<file path="src/rtl/lab2_pkg.sv">
// Shared lab2 serial-link definitions: minimum burst length and
// the deserializer state encoding.
package lab2_pkg;

  localparam int MIN_VALID_LEN = 3;

  typedef enum logic {
    IDLE,
    RECV
  } deser_state_t;

endpackage

</file>
<file path="src/rtl/lab2_2_deser.sv">
// lab2 serial-to-parallel receiver, MSB first, left-aligned words.
// Optional short-burst discard: LAB2_DESER_MIN_LEN_CHECK_EN.
module lab2_2_deser
  import lab2_pkg::*;
#(
  parameter int DATA_WIDTH = 16
) (
  input  logic                          clk_i,
  input  logic                          srst_i,
  input  logic                          ser_data_i,
  input  logic                          ser_data_val_i,
  output logic [DATA_WIDTH-1:0]         deser_data_o,
  output logic [$clog2(DATA_WIDTH):0]   deser_len_o,
  output logic                          deser_data_val_o,
  output logic                          deser_drop_o
);

  localparam int CW = $clog2(DATA_WIDTH);
  localparam int LW = CW + 1;

  deser_state_t          state;
  logic [DATA_WIDTH-1:0] sh;
  logic [DATA_WIDTH-1:0] sh_nxt;
  logic [LW-1:0]         cnt;
  logic [CW-1:0]         pos;

  // In RECV cnt never reaches DATA_WIDTH, so the low bits index safely
  assign pos = CW'(DATA_WIDTH - 1) - cnt[CW-1:0];

  always_comb begin
    sh_nxt      = sh;
    sh_nxt[pos] = ser_data_i;
  end

`ifndef LAB2_DESER_MIN_LEN_CHECK_EN
  assign deser_drop_o = 1'b0;
`endif

  always_ff @(posedge clk_i or negedge srst_i) begin
    if (!srst_i) begin
      state            <= IDLE;
      cnt              <= '0;
      sh               <= '0;
      deser_data_o     <= '0;
      deser_len_o      <= '0;
      deser_data_val_o <= 1'b0;
`ifdef LAB2_DESER_MIN_LEN_CHECK_EN
      deser_drop_o     <= 1'b0;
`endif
    end else begin
      deser_data_val_o <= 1'b0;
`ifdef LAB2_DESER_MIN_LEN_CHECK_EN
      deser_drop_o     <= 1'b0;
`endif
      unique case (state)
        IDLE: begin
          if (ser_data_val_i) begin
            sh    <= {ser_data_i, {(DATA_WIDTH-1){1'b0}}};
            cnt   <= LW'(1);
            state <= RECV;
          end
        end
        RECV: begin
          if (ser_data_val_i) begin
            sh  <= sh_nxt;
            cnt <= cnt + LW'(1);
            if (cnt == LW'(DATA_WIDTH - 1)) begin
              deser_data_o     <= sh_nxt;
              deser_len_o      <= LW'(DATA_WIDTH);
              deser_data_val_o <= 1'b1;
              cnt              <= '0;
              state            <= IDLE;
            end
          end else begin
            cnt   <= '0;
            state <= IDLE;
`ifdef LAB2_DESER_MIN_LEN_CHECK_EN
            if (cnt < LW'(MIN_VALID_LEN)) begin
              deser_drop_o <= 1'b1;
            end else begin
              deser_data_o     <= sh;
              deser_len_o      <= cnt;
              deser_data_val_o <= 1'b1;
            end
`else
            deser_data_o     <= sh;
            deser_len_o      <= cnt;
            deser_data_val_o <= 1'b1;
`endif
          end
        end
      endcase
    end
  end

endmodule

</file>
<file path="config.mk">
export PLATFORM = sky130hd
export DESIGN_NAME = lab2_2_deser
export DESIGN_NICKNAME = d
export VERILOG_FILES = /design/src/rtl/lab2_pkg.sv /design/src/rtl/lab2_2_deser.sv
export SDC_FILE = /design/constraint.sdc
export NUM_CORES = 1
export LEC_CHECK = 0
export ABC_AREA = 1
export CELL_PAD_IN_SITES_DETAIL_PLACEMENT = 1
export CELL_PAD_IN_SITES_GLOBAL_PLACEMENT = 2
export CORE_MARGIN = 2
export CORE_UTILIZATION = 32
export CTS_CLUSTER_SIZE = 25
export DETAILED_ROUTE_END_ITERATION = 7
export GPL_TIMING_DRIVEN = 0
export PLACE_DENSITY = 0.83
export SETUP_SLACK_MARGIN = 0.4
export SYNTH_ARGS = -nofsm -noshare
export SYNTH_HDL_FRONTEND = slang
export SYNTH_SLANG_ARGS = --single-unit
</file>
<file path="constraint.sdc">
create_clock -name clk_i -period 1.75 [get_ports clk_i]
set_clock_uncertainty 0.15 [all_clocks]
set_input_delay 0.4375 -clock clk_i [delete_from_list [all_inputs] [get_ports clk_i]]
set_output_delay 0.4375 -clock clk_i [all_outputs]
set_load 0.005 [all_outputs]
</file>
==> out/metrics.cfg <==
[floorplanning]
placeableCoreArea_um2 = 6869
floorplan.io_pins = 27
die_width_um = 88.71
die-area_um2 = 7869
initial_utilization = 0.3342
rows = 30
die_h_um = 88.71

[pwr]
power.combinational.fraction = 0.260
post-layout-total-power_mw = 2.299
power_frac_seq = 0.478
clockPowerShare = 0.262
cell_internal_pwr_mw = 1.605
power_density_nw_per_um2 = 677.2
switching_share = 0.3019
worst_ir_drop_vdd_mv = 0.4153
leakagePower_nw = 1.853
switchingPower_mw = 0.6940

[clock_tree]
clock-root-buffer = sky130_fd_sc_hd__clkbuf_8
tritoncts = built
cts_buffers = 5
clkLatencyLatePin_ns = 0.30
clkSlewWorstSetupHoldPaths_ns = 0.08
cts-htree-levels = 2
cts_buffer_depth = 2
clkSinkCount = 44

[timing]
tightest_slew_ns = 0.6045
hold_viol_final = 0
finalCriticalPeriod_ns = 1.636
final_max_slew_viol_count = 0
min_period_over_period = 0.9347
timing.hold.ws_ns = 0.3502
fmaxAchievable_ghz = 0.6114
slew_headroom = 0.5970
final.setup.worst_slack_ns = 0.1144
grt_setup_unrepaired = yes
finalSetupViolations = 0

[yosys]
synth_area_leaders = sky130_fd_sc_hd__dfrtp_1 48%, sky130_fd_sc_hd__nand2_1 21%, sky130_fd_sc_hd__nand3_1 10%
synth_ff_type = sky130_fd_sc_hd__dfrtp_1
netlist.top_cell.by_area = sky130_fd_sc_hd__dfrtp_1
yosysSeqAreaShare = 0.4796
synthArstFlopShare = 1.000
synth_most_common_cell = sky130_fd_sc_hd__nand2_1
post_synth_num_cell_types = 21
synth_edf_count = 0
synth_area_per_cell_um2 = 7.503
mappedNetlistArea_um2 = 2296
synth_nets = 314
synthTopCellsByCount = 128 x sky130_fd_sc_hd__nand2_1, 47 x sky130_fd_sc_hd__nand3_1, 44 x sky130_fd_sc_hd__dfrtp_1
ys_ff_latch = 44
gate_count_of_the_mapped_netlist = 306
yosysTopAreaCellShare = 0.4796
synth-warning-count = 0

[setup_path]
worstSetupPathType = flip-flop to flip-flop
rrSetupSlack_ns = 0.11
r2r_worst_path_depth = 10
worst_setup_path_start_kind = flip-flop
worst_ep_arrival_time_ns = 1.68
endpoint_kind = flip-flop
worst-path-max-fanout = 6
crit_required_ns = 1.79

[layout]
summed_area_of_non_filler_cells_in_the_final_layout_um2 = 3395
diodes = 0
synthToLayoutAreaGrowth_pct = 47.85
total_number_of_nets_in_the_final_design = 388
num-fill-cells = 839
post_route_cells_drive_above_1_share = 0.3730
final_util = 0.4942

[place]
io_buffers = 24
pre_cts_slack_ns = -0.2672
gp_congestion = 0.7863
dp.final_hpwl_um = 4583
placement.cell_area_um2 = 2679

[route]
drt_pass_1_iters = 4
detail_route.wirelength_um = 7494
via_count_of_the_routed_design = 2312
detailedRoute.firstIterationViolations = 111
final_antenna_net_count = 0
wl_per_cell_um = 15.81
post-route-drc-count = 0
drt-vias-per-instance = 4.878

[global_routing]
grt_start_max_net_pins = 29
grt_pass1_vias = 2310
number_of_antenna_violations_at_the_first_check_in_global_routing = 0
grt_first_pass_wirelength_um = 11650
grt_overflow = 0
gr-usage-all-layers = 0.1956

[hold_path]
whs_path_depth = 2
min-delay-path-class = flip-flop to flip-flop

[job]
max_cap_viol_count = 0

[status]
result_of_the_run = finished, final reports clean

-- per-stage QoR --
step	instances	TNS (ns)
after floorplan	306	0
after global placement	426	-61.34
after detailed placement	427	-4.082
after CTS	458	0
after global routing	474	0
final	474	0
-- final cells by class --
| cell class | count | area [um^2] | share of cell area |
|---|---|---|---|
| Multi-Input combinational cell | 213 | 1216 | 0.3583 |
| Buffer | 18 | 195.2 | 0.05750 |
| Clock buffer | 5 | 68.82 | 0.02027 |
| Tap cell | 96 | 120.1 | 0.03539 |
| Timing Repair Buffer | 67 | 549.3 | 0.1618 |
| Inverter | 31 | 142.6 | 0.04202 |
| Sequential cell | 44 | 1102 | 0.3247 |
-- what timing repair did --
item,in CTS,in global routing
endpoints found under the hold margin,16,0
pin swaps,20,27
setup buffers,23,15
cloned,2,1
hold buffers,1,0
endpoints found under the setup margin,65,94
gates resized for setup,130,68
-- worst max-delay path: stages (launching register included) --
cell and delay [ns]:
sky130_fd_sc_hd__dfrtp_1 0.39, sky130_fd_sc_hd__ha_2 0.19, sky130_fd_sc_hd__buf_6 0.11, sky130_fd_sc_hd__nand3_4 0.08
sky130_fd_sc_hd__nor2_4 0.11, sky130_fd_sc_hd__nand2_4 0.07, sky130_fd_sc_hd__nand2_8 0.12, sky130_fd_sc_hd__inv_8 0.06
sky130_fd_sc_hd__buf_12 0.14, sky130_fd_sc_hd__nand2_2 0.05, sky130_fd_sc_hd__nand2_1 0.05
-- power by group through the flow --
| stage | Combinational, mW | Sequential [mW] | Clock (mW) |
|---|---|---|---|
| after global routing | 0.653 | 1.10 | 0.657 |
| after global placement | 0.350 | 1.12 | 0 |
| after floorplan | 0.196 | 1.12 | 0 |
| after CTS | 0.463 | 1.09 | 0.628 |
| after detailed placement | 0.363 | 1.12 | 0 |
| final | 0.599 | 1.10 | 0.602 |
-- layout by cell type (no fill, tap or decap), drive strengths merged --
cell type,n
nand2,129
buf,79
nand3,48
dfrtp,44
inv,29
nand4,12
clkbuf,9
o22ai,7
nor2,7
ha,4
a21oi,2
clkinv,2
a21boi,1
o21ai,1
xor2,1
conb,1
dlygate4sd3,1
clkdlybuf4s50,1
-- flip-flops by register name (all words and copies together) (netlist names) --
register          cells
sh                   16
deser_data_o         16
state                 1
cnt                   5
deser_len_o           5
deser_data_val_o      1
-- path summary, 6_finish.rpt --
kind	startpoint	endpoint
setup / recovery	cnt[1]$_DFFE_PN0P_	deser_data_o[4]$_DFFE_PN0P_
max in group asynchronous	srst_i	sh[0]$_DFFE_PN0P_
min in group asynchronous	srst_i	sh[14]$_DFFE_PN0P_
hold reg to reg	deser_data_o[4]$_DFFE_PN0P_	deser_data_o[4]$_DFFE_PN0P_
setup reg to reg	cnt[1]$_DFFE_PN0P_	deser_data_o[4]$_DFFE_PN0P_
hold / removal	deser_data_o[4]$_DFFE_PN0P_	deser_data_o[4]$_DFFE_PN0P_
-- kinds of logic (layout without fill, tap and decap cells) --
| kind of cell | Yosys count | in the layout | share of synthesized area |
|---|---|---|---|
| buffers and inverters | 49 | 121 | 0.1014 |
| AO/OA/AOI/OAI | 11 | 11 | 0.02888 |
| AND/OR/NAND/NOR | 196 | 196 | 0.3629 |
| flip-flops | 44 | 44 | 0.4796 |
| other | 1 | 1 | 0.001633 |
| adder cells (fa/ha/maj) | 4 | 4 | 0.02180 |
| XOR/XNOR | 1 | 1 | 0.003815 |
-- metal layers --
metal / share of wire / track usage / vias to the layer above
met5: 0 / 0 / -
met4: 0.014 / 0.03719 / 0
met3: 0.026 / 0.03358 / 8
met2: 0.49 / 0.3304 / 26
met1: 0.47 / 0.2652 / 1164
li1: - / - / 1114
(Power assumes the default switching activity.)
